**config.mk**
```make
export PLATFORM = sky130hd
export DESIGN_NAME = lsu_dmem_ctrl
export DESIGN_NICKNAME = d
export VERILOG_FILES = /design/src/rtl/lsu_dmem_ctrl.sv
export SDC_FILE = /design/constraint.sdc
export NUM_CORES = 1
export LEC_CHECK = 0
export BUFFER_PORTS_ARGS = -buffer_cell sky130_fd_sc_hd__buf_4
export CAP_MARGIN = 15
export CORE_AREA = 2 2 112 114
export DETAILED_ROUTE_END_ITERATION = 8
export DIE_AREA = 0 0 114 116
export PLACE_DENSITY = 0.68
export SLEW_MARGIN = 20
export SYNTH_ARGS = -nofsm -noshare
export SYNTH_HDL_FRONTEND = slang
export SYNTH_SLANG_ARGS = --single-unit
```
**constraint.sdc**
```tcl
create_clock -name clk -period 4.02 [get_ports clk]
set_input_delay 0.804 -clock clk [delete_from_list [all_inputs] [get_ports clk]]
set_output_delay 0.804 -clock clk [all_outputs]
set_load 0.05 [all_outputs]
```
**src/rtl/lsu_dmem_ctrl.sv**
```systemverilog
// Load/store controller for a 16-bit data memory: one 32-bit request at a time,
// split into halfword beats with active-low enables, single registered response.
module lsu_dmem_ctrl #(
  parameter int unsigned ADDRESS_WIDTH = 12,
  parameter int unsigned BYTE_WIDTH    = 8,
  parameter int unsigned BYTES         = 2
) (
  input  logic                          clk,
  input  logic                          rst_n,
  input  logic                          req_valid,
  output logic                          req_ready,
  input  logic                          req_we,
  input  logic [1:0]                    req_size,
  input  logic                          req_unsigned,
  input  logic [ADDRESS_WIDTH:0]        req_addr,
  input  logic [31:0]                   req_wdata,
  output logic                          rsp_valid,
  output logic [31:0]                   rsp_rdata,
  output logic                          rsp_err,
  output logic [ADDRESS_WIDTH-1:0]      mem_addr,
  output logic                          mem_we_n,
  output logic [BYTES-1:0]              mem_be_n,
  output logic [BYTES*BYTE_WIDTH-1:0]   mem_wdata,
  input  logic [BYTES*BYTE_WIDTH-1:0]   mem_rdata
);

  localparam int unsigned HW = BYTES * BYTE_WIDTH;

  typedef enum logic [1:0] {IDLE, BEAT0, BEAT1, RESP} state_t;
  state_t state;

  logic                  r_we;
  logic                  r_uns;
  logic                  r_lane;
  logic [1:0]            r_size;
  logic [HW-1:0]         r_wdata_hi;
  logic [HW-1:0]         r_lo;

  logic                  req_err;
  logic [HW-1:0]         st_data;
  logic [BYTES-1:0]      st_be;
  logic [BYTE_WIDTH-1:0] ld_byte;
  logic [31:0]           ld_ext;

  always_comb begin
    req_err = (req_size == 2'b11)
            | ((req_size == 2'b01) & req_addr[0])
            | ((req_size == 2'b10) & (req_addr[1:0] != 2'b00));
    st_data = req_wdata[HW-1:0];
    st_be   = '0;
    if (req_size == 2'b00) begin
      st_data = {BYTES{req_wdata[BYTE_WIDTH-1:0]}};
      st_be   = req_addr[0] ? 2'b01 : 2'b10;
    end
  end

  always_comb begin
    ld_byte = r_lane ? mem_rdata[2*BYTE_WIDTH-1:BYTE_WIDTH] : mem_rdata[BYTE_WIDTH-1:0];
    if (r_size == 2'b00)
      ld_ext = r_uns ? {{(32-BYTE_WIDTH){1'b0}}, ld_byte}
                     : {{(32-BYTE_WIDTH){ld_byte[BYTE_WIDTH-1]}}, ld_byte};
    else
      ld_ext = r_uns ? {{(32-HW){1'b0}}, mem_rdata}
                     : {{(32-HW){mem_rdata[HW-1]}}, mem_rdata};
  end

  always_ff @(posedge clk or negedge rst_n) begin
    if (!rst_n) begin
      state      <= IDLE;
      req_ready  <= 1'b1;
      rsp_valid  <= 1'b0;
      rsp_err    <= 1'b0;
      rsp_rdata  <= '0;
      mem_addr   <= '0;
      mem_we_n   <= 1'b1;
      mem_be_n   <= '1;
      mem_wdata  <= '0;
      r_we       <= 1'b0;
      r_uns      <= 1'b0;
      r_lane     <= 1'b0;
      r_size     <= '0;
      r_wdata_hi <= '0;
      r_lo       <= '0;
    end else begin
      rsp_valid <= 1'b0;
      case (state)
        IDLE: begin
          if (req_valid && req_ready) begin
            req_ready  <= 1'b0;
            r_we       <= req_we;
            r_uns      <= req_unsigned;
            r_lane     <= req_addr[0];
            r_size     <= req_size;
            r_wdata_hi <= req_wdata[31:HW];
            if (req_err) begin
              state     <= RESP;
              rsp_valid <= 1'b1;
              rsp_err   <= 1'b1;
              rsp_rdata <= '0;
            end else begin
              // Beat-0 bus values are set up at acceptance so they are registered outputs.
              state    <= BEAT0;
              mem_addr <= req_addr[ADDRESS_WIDTH:1];
              mem_we_n <= ~req_we;
              mem_be_n <= req_we ? st_be : '0;
              if (req_we)
                mem_wdata <= st_data;
            end
          end
        end
        BEAT0: begin
          if (r_size == 2'b10) begin
            state    <= BEAT1;
            mem_addr <= mem_addr + ADDRESS_WIDTH'(1);
            r_lo     <= mem_rdata;
            if (r_we)
              mem_wdata <= r_wdata_hi;
          end else begin
            state     <= RESP;
            mem_we_n  <= 1'b1;
            mem_be_n  <= '1;
            rsp_valid <= 1'b1;
            rsp_err   <= 1'b0;
            rsp_rdata <= r_we ? '0 : ld_ext;
          end
        end
        BEAT1: begin
          state     <= RESP;
          mem_we_n  <= 1'b1;
          mem_be_n  <= '1;
          rsp_valid <= 1'b1;
          rsp_err   <= 1'b0;
          rsp_rdata <= r_we ? '0 : {mem_rdata, r_lo};
        end
        RESP: begin
          state     <= IDLE;
          req_ready <= 1'b1;
        end
        default: state <= IDLE;
      endcase
    end
  end

endmodule

```
# == After elaboration in Yosys (flattened, before gate mapping) ==
# Index checks and enable logic that the tools add are counted.
# word_totals
ff_bits,105
elab_cells,96
# op_classes
addsub,1
n_eq_ne,14
mux,46
n_bitwise,5
n_reduce_logical,15
# op_table
op,n
$mux 32,8
$mux 16,6
$pmux 32 s3,1
$mux 12,3
$pmux 16 s2,1
$pmux 12 s2,1
$mux 2,8
$ne 2x2->1 const B,7
$add 12x1->12 const B,1
$reduce_and 4->1,3
$mux 1,11
$eq 2x2->1 const B,5
$pmux 1 s3,3
$mux 8,1
$pmux 2 s4,1
$logic_not 2->1,3
$pmux 2 s3,1
$reduce_and 2->1,3
$reduce_and 6->1,1
$reduce_bool 2->1,3
$eq 2x1->1 const B,2
$reduce_bool 3->1,1
$and 1x1->1,2
$or 1x1->1,2
3 further kinds,3

# == Logic depth before layout (Yosys ltp) ==
# Gate-level depths: netlist of run 1.
# logic_depth
word_depth,7
ltp_mapped,9
depth_no_buf,6

# == Worst setup path before layout of run 1 ==
# No wires, ideal clock.
# synth_path
kind,input -> register
startpoint,input port req_size[0]
endpoint,register mem_wdata[10]
setup_time_ns,0.125
arrival_time_ns,2.394
required_ns,3.895
path_slack_ns,1.501
stages,6
n_path_buf,2
path_cell_list,buf_6 -> or3_4 -> a221o_1 -> a21oi_4 -> buf_12 -> mux2_4
# synth_via
elab_chain_len,6
elab_cells_between_ends,15
cone_classes,eq/ne: 4; mux: 5; bitwise: 4; reduce/logical: 2
# synth_lines
element,line,text
start: declaration,13,"input logic [1:0] req_size,"
$eq 2x1->1 or $logic_not 2->1 (tied branches),"47, 51",
$and 1x1->1 or $mux 16 (tied branches),"47, 51",
$or 1x1->1 or $mux 16 (tied branches),"47, 106",
$or 1x1->1 or $mux 16 (tied branches),"48, 95",
$ne 2x2->1 (no source line) or $mux 16 (tied branches),n/a,
$reduce_and 6->1 (no source line) or $pmux 16 s2 (tied branches),n/a,
end signal: assignment,107,mem_wdata <= st_data;
end signal: assignment,117,mem_wdata <= r_wdata_hi;
end: declaration,23,"output logic [BYTES*BYTE_WIDTH-1:0] mem_wdata,"
# Parallel ways exist; a longest one is shown, timed or not. The select of a mux whose other input is x is not followed.
# A chain may end at the register's enable or synchronous reset.

# == Final worst setup path of run 1 ==
# layout_path
startpoint,register state[0]
endpoint,register rsp_rdata[28]
# layout_via
elab_chain_len,3
elab_cells_between_ends,9
cone_classes,eq/ne: 5; mux: 1; reduce/logical: 3
# layout_lines
element,line,text
start: declaration,30,state_t state;
start signal: assignment,69,state <= IDLE;
start signal: assignment,96,state <= RESP;
start signal: assignment,102,state <= BEAT0;
$eq 2x1->1 (tied with other cells),86,case (state)
$ne 2x2->1 (no source line) or $reduce_bool 3->1 (tied branches),n/a,
$reduce_and 4->1 (no source line),n/a,
end signal: assignment,124,rsp_rdata <= r_we ? '0 : ld_ext;
end signal: assignment,133,"rsp_rdata <= r_we ? '0 : {mem_rdata, r_lo};"
end: declaration,18,"output logic [31:0] rsp_rdata,"
# Parallel ways exist; a longest one is shown, timed or not.

==> flow_summary.json, run 1 <==
{
  "setup.worst_path.end_class": "register",
  "final_hold_viol_count": 0,
  "number_of_antenna_repair_diodes": 0,
  "ys_dominant_reg_cell": "sky130_fd_sc_hd__dfrtp_1",
  "synth-edff-count": 0,
  "grt.busiest_layer": "met2",
  "synth.ff_latch_count": 105,
  "leakage_nw": 3.21,
  "post-route-worst-setup-slack_ns": 1.05,
  "hold_buffers": 0,
  "fin_worst_skew_ns": 0.00624,
  "core-area_um2": 11900,
  "fin_crit_ns": 2.97,
  "synth_xor_area_frac": 0,
  "critical_path.startpoint_type": "register",
  "critical_path.max_fanout": 23,
  "port-buffer-count": 133,
  "yosys.area_share.adder": 0.0143,
  "most_frequent_cell_after_synthesis": "sky130_fd_sc_hd__nand2_1",
  "rsz_0062_raised_after_global_routing": "no",
  "cts_resized": 0,
  "finalPower_mw": 6.21,
  "global_route_wire_length_before_repair_um": 22600,
  "drt-wirelength-per-cell_um": 16.8,
  "path_class": "register to register",
  "syn_nets": 614,
  "post-synth-top-area-cell": "sky130_fd_sc_hd__dfrtp_1",
  "global_routing_usage_summed_across_all_routing_layers": 0.218,
  "drt-vias-per-instance": 5.53,
  "synth-compound-area-share": 0.174,
  "routed-via-count": 4508,
  "place.detailed.hpwl_um": 9750,
  "synth_common_cells": "sky130_fd_sc_hd__nand2_1, sky130_fd_sc_hd__dfrtp_1, sky130_fd_sc_hd__o21ai_0",
  "synth.lib_cells_used.distinct": 57,
  "ys_seq_area_frac": 0.500,
  "met2_track_demand_over_resource": 0.355,
  "clkSinkCount": 105,
  "sequential_cell_area_um2": 2630,
  "cts-buffers-inserted": 9,
  "powerDensity_nw_per_um2": 931,
  "post_dp_cell_area_um2": 6370,
  "die_width_um": 114,
  "nFillCells": 1074,
  "grt_pass1_vias": 4449,
  "fmax_ghz": 0.337,
  "cts_setup_buffers": 0,
  "antenna_found_initial": 0,
  "synth_simple_gate_area_frac": 0.164,
  "yosysWarnings": 0,
  "tightest_slew_ns": 0.984,
  "clk_pin_slew_ns": 0.07,
  "tritoncts_clock_tree": "done",
  "globalRouteMet1Util": 0.301,
  "floorplan.rows": 40,
  "clkLatencyLatePin_ns": 0.34,
  "crit_arrival_ns": 3.23,
  "fin_tns_setup_ns": 0,
  "layout.nets": 737,
  "yosys-top-cells-area": "sky130_fd_sc_hd__dfrtp_1, sky130_fd_sc_hd__nand2_1, sky130_fd_sc_hd__mux2i_1",
  "synth_top_cell_area_share": 0.480,
  "grt_start_max_net_pins": 46,
  "status": "finished clean",
  "total_of_endpoints_with_negative_setup_slack_in_the_final_report": 0,
  "synth.mux.area_fraction": 0.103,
  "multiInputGateArea_um2": 2400,
  "area_delta_synth_final_pct": 26.6,
  "max-clock-path-buffers": 2,
  "holdCritPathClass": "input pin to async pin",
  "final_max_slew_viol_count": 0,
  "chip_height_um": 116,
  "finalCritPeriodShare": 0.738,
  "final_antenna_net_count": 0,
  "die-area_um2": 13200,
  "layout.cell_area.non_filler_um2": 6670,
  "htreeDepth": 3,
  "irDropWorstVdd_uv": 460,
  "initial_core_util": 0.442,
  "ratio_of_cells_with_drive_above_1_in_the_final_layout": 0.299,
  "drt_first_pass_iters": 4,
  "grt_util_met3": 0.0329,
  "synthesized_instance_count": 540,
  "max_capacitance_violation_count": 0,
  "synth-async-reset-ratio": 1.00,
  "postSynthAreaPerCell_um2": 9.75,
  "postRouteWirelength_um": 13700,
  "finish.utilization": 0.560,
  "detail_route.iter0.violations": 288,
  "syn-cell-area_um2": 5270,
  "crit_required_ns": 4.29,
  "cts_root_buf": "sky130_fd_sc_hd__clkbuf_16",
  "dp_worst_setup_slack_ns": 1.00,
  "timing.max_slew.rel_slack": 0.341,
  "pin_count": 134,
  "total_drc_errors_in_the_routed_layout": 0,
  "combinational_family_with_the_most_area_after_synthesis": "compound AO/OA/AOI/OAI gates",
  "global_route.overflow_total": 0,
  "final_gp_congestion": 0.851
}
[path summary, 6_finish.rpt]
check	from	cells after the start	slack, ns	endpoint
worst max register to register	state[0]$_DFFE_PN0N_	7	1.05	rsp_rdata[28]$_DFFE_PN0P_
worst max-delay path	state[0]$_DFFE_PN0N_	7	1.05	rsp_rdata[28]$_DFFE_PN0P_
worst min register to register	r_wdata_hi[3]$_DFFE_PN0P_	2	0.47	r_wdata_hi[3]$_DFFE_PN0P_
max in group asynchronous	rst_n	2	2.72	r_wdata_hi[8]$_DFFE_PN0P_
worst min-delay path	rst_n	1	0.44	rsp_rdata[1]$_DFFE_PN0P_
min in group clk	r_wdata_hi[3]$_DFFE_PN0P_	2	0.47	r_wdata_hi[3]$_DFFE_PN0P_
[metal layers]
metal	vias to the layer above	share of wire
met3	18	0.056
met1	2192	0.46
met4	0	0.015
met5	-	0
li1	2144	-
met2	154	0.47
[cell families after synthesis]
family | after synthesis
multiplexers | 47
flip-flops | 105
AO/OA/AOI/OAI | 128
buffers and inverters | 50
adder cells (fa/ha/maj) | 6
AND/OR/NAND/NOR | 204
[per-stage QoR]
step	instances	hold WS [ns]
after CTS	815	0.459
final	815	0.444
after global placement	799	0.453
after global routing	815	0.482
after detailed placement	799	0.458
after floorplan	540	0.440
[report_power, final]
part | leakage, nW | total (mW) | internal [mW] | switching, mW
clock network | 0.143 | 0.889 | 0.502 | 0.386
logic | 1.75 | 3.41 | 1.16 | 2.25
registers | 1.32 | 1.91 | 1.55 | 0.355
total | 3.21 | 6.21 | 3.22 | 2.99
[sequential cells by signal, indices dropped and copies added (netlist names)]
signal / cells
r_lane: 1
r_uns: 1
r_size: 2
r_wdata_hi: 16
mem_addr: 12
r_we: 1
state: 2
rsp_err: 1
mem_be_n: 2
r_lo: 16
mem_wdata: 16
rsp_rdata: 32
req_ready: 1
rsp_valid: 1
mem_we_n: 1
[worst max-delay path, stage by stage, from the launching register on]
cell and delay, ns:
sky130_fd_sc_hd__dfrtp_1 0.40, sky130_fd_sc_hd__inv_1 0.13, sky130_fd_sc_hd__ha_1 0.41, sky130_fd_sc_hd__a21boi_0 0.59, sky130_fd_sc_hd__or3_1 0.25, sky130_fd_sc_hd__or2_1 0.69
sky130_fd_sc_hd__buf_4 0.28, sky130_fd_sc_hd__o2bb2ai_1 0.12
[cell usage in the layout, fill, tap and decap left out, drive strengths merged, types with 2 or more instances in the layout]
cell and instances:
a22o 16, dfrtp 101, ha 6, a221oi 2, nand2b 2, nor3 9
a2111oi 3, dfstp 4, mux2i 20, o21ai 28, a21oi 24, a22oi 3
buf 145, a211oi 5, a32oi 2, nor2 19, a221o 2, o221ai 2
a2111o 3, nand2 144, or3 3, or2 5, mux2 27, o211ai 5
nand4 2, inv 18, o31ai 9, o2bb2ai 17, nand3 12, clkbuf 12
[final cells by class]
cell class,count,share of cell area
flip-flops and latches,105,0.395
inverters,17,0.00957
repair buffers,145,0.163
multi-input cells,385,0.360
clock buffers,12,0.0370
clock inverters,4,0.00769
well taps,147,0.0276
No activity file was read; power rests on OpenSTA's default activity.
==> inputs of run 2 (changes only) <==
clock period = 2.9 ns   (was 4.02 ns; I/O delays follow)
==> run 2 against run 1 <==
Effect of this change: routed wire length rose by 3.1%; global-route usage rose by 0.53 points; critical path depth fell by 1; combinational power rose by 40%; maximum frequency rose by 16%; worst setup slack got worse by 0.71 ns; final cell count rose by 0.37%; non-clock buffer count rose by 3; sequential share of layout area fell by 0.25 points; count of clock-buffer cells in the layout fell by 2; die area did not move; first-iteration DRC count fell by 8.0%; largest power group unchanged.
==> flow_summary.json, run 2 (same netlist as run 1, synthesis figures left out) <==
{
  "final_gp_congestion": 0.857,
  "drt-vias-per-instance": 5.57,
  "fin_tns_setup_ns": 0,
  "number_of_antenna_repair_diodes": 0,
  "cts_root_buf": "sky130_fd_sc_hd__clkbuf_16",
  "numPlacedInstances": 802,
  "chip_height_um": 116,
  "ratio_of_cells_with_drive_above_1_in_the_final_layout": 0.306,
  "finalCritPeriodShare": 0.883,
  "layout_commonest_cell": "sky130_fd_sc_hd__buf_4",
  "critical_path.startpoint_type": "register",
  "global_routing_usage_summed_across_all_routing_layers": 0.223,
  "crit_arrival_ns": 2.85,
  "clkSinkCount": 105,
  "rsz_0062_raised_after_global_routing": "no",
  "critical_path.reg2reg.endpoint": "rsp_rdata[4]$_DFFE_PN0P_",
  "layout.nets": 740,
  "timing.critical_path.cells": "inv_1 -> ha_1 -> and3b_1 -> or3_1 -> nor3_2 -> a22o_1",
  "die_width_um": 114,
  "tightest_slew_ns": 0.920,
  "die-area_um2": 13200,
  "fmax_ghz": 0.391,
  "cts-buffers-inserted": 9,
  "grt_start_max_net_pins": 52,
  "final_antenna_net_count": 0,
  "setup.worst_path.end_class": "register",
  "area_delta_synth_final_pct": 27.4,
  "total_of_endpoints_with_negative_setup_slack_in_the_final_report": 0,
  "max-clock-path-buffers": 2,
  "irDropWorstVdd_uv": 661,
  "status": "finished clean",
  "global_route.overflow_total": 0,
  "critical_path.max_fanout": 15,
  "critical_path_max_stage_delay_ns": 0.71,
  "layout.cells.non_filler": 818,
  "total_drc_errors_in_the_routed_layout": 0,
  "clkLatencyLatePin_ns": 0.35,
  "core-area_um2": 11900,
  "port-buffer-count": 133,
  "max_capacitance_violation_count": 0,
  "fin_worst_skew_ns": 0.00683,
  "pin_count": 134,
  "crit_required_ns": 3.19,
  "worst_path_dominant_cell_family": "simple AND/OR/NAND/NOR gates",
  "postRouteWirelength_um": 14100,
  "powerDensity_nw_per_um2": 1290,
  "initial_core_util": 0.442,
  "grt_pass1_vias": 4419,
  "floorplan.rows": 40,
  "leakage_nw": 3.23,
  "drt_first_pass_iters": 4,
  "cts_resized": 0,
  "depth_of_the_most_critical_reg_to_reg_path": 6,
  "nFillCells": 1075,
  "holdCritPathClass": "input pin to async pin",
  "global_route_wire_length_before_repair_um": 23000,
  "htreeDepth": 3,
  "fin_crit_ns": 2.56,
  "largest_reg_flops": 32,
  "drt-wirelength-per-cell_um": 17.3,
  "detail_route.iter0.violations": 265,
  "place.detailed.hpwl_um": 10100,
  "final_cell_mix": "sky130_fd_sc_hd__buf_4, sky130_fd_sc_hd__nand2_1, sky130_fd_sc_hd__dfrtp_1, sky130_fd_sc_hd__o21ai_0, sky130_fd_sc_hd__a21oi_1",
  "timing.rr.start": "state[1]$_DFFE_PN0N_",
  "worst-r2r-setup-slack_ns": 0.34,
  "cts_setup_buffers": 0,
  "timing.max_slew.rel_slack": 0.383,
  "antenna_found_initial": 0,
  "clk_pin_slew_ns": 0.07,
  "path_class": "register to register",
  "cp_num_buf_inv": 1,
  "routed-via-count": 4556,
  "registers.top_by_ff_count": "rsp_rdata",
  "final_max_slew_viol_count": 0,
  "final_hold_viol_count": 0,
  "cp_slowest_cell": "sky130_fd_sc_hd__nor3_2",
  "tritoncts_clock_tree": "done",
  "hold_buffers": 0
}
## run 2: worst max path at each step
stage / slack, ns / from / depth (start not counted) / to
after floorplan: 0.60 / req_size[0] / 6 / mem_wdata[10]$_DFFE_PN0P_
after global placement: 0.36 / req_size[0] / 6 / mem_wdata[2]$_DFFE_PN0P_
after detailed placement: 0.32 / req_size[0] / 6 / mem_wdata[1]$_DFFE_PN0P_
after CTS: 0.33 / state[1]$_DFFE_PN0N_ / 6 / rsp_rdata[0]$_DFFE_PN0P_
after global routing: 0.13 / state[1]$_DFFE_PN0N_ / 6 / rsp_rdata[2]$_DFFE_PN0P_
final: 0.34 / state[1]$_DFFE_PN0N_ / 6 / rsp_rdata[4]$_DFFE_PN0P_
## run 2: power by group
part           switching [mW]  leakage, nW  internal [mW]
clock network           0.561        0.141          0.695
logic                    3.14         1.77           1.62
registers               0.490         1.32           2.15
total                    4.19         3.23           4.47
## run 2: worst register-to-register path, delay by kind of cell, from the launching register on
kind	cells	cell delay (ns)
AND/OR/NAND/NOR	3	1.48
flip-flops	1	0.41
adder cells (fa/ha/maj)	1	0.25
AO/OA/AOI/OAI	1	0.25
buffers and inverters	1	0.10
## run 2: cell type report
| class | count | area, um2 | area share |
|---|---|---|---|
| inverter | 17 | 63.8 | 0.00951 |
| timing repair buffer | 148 | 1120 | 0.167 |
| tap | 147 | 184 | 0.0274 |
| clock buffer | 10 | 239 | 0.0356 |
| multi-input combinational | 385 | 2400 | 0.358 |
| sequential | 105 | 2630 | 0.392 |
| clock inverter | 6 | 66.3 | 0.00988 |
## run 2: per-stage QoR
stage / hold slack [ns] / setup slack [ns] / util / cell area [um2] / total power [mW]
2_1_floorplan: 0.284 / 0.605 / - / 5270 / 6.03
3_3_place_gp: 0.451 / 0.363 / 0.538 / 6400 / 7.32
3_5_place_dp: 0.456 / 0.316 / 0.538 / 6400 / 7.44
4_1_cts: 0.273 / 0.329 / 0.563 / 6710 / 8.72
5_1_grt: 0.305 / 0.129 / 0.563 / 6710 / 9.21
6_report: 0.250 / 0.340 / 0.563 / 6710 / 8.65
## run 2: routing by layer
layer | global-route usage | routed length, um
met3 | 0.0324 | 845
met1 | 0.304 | 6370
met4 | 0.0715 | 163
met5 | 0 | 0
met2 | 0.370 | 6770
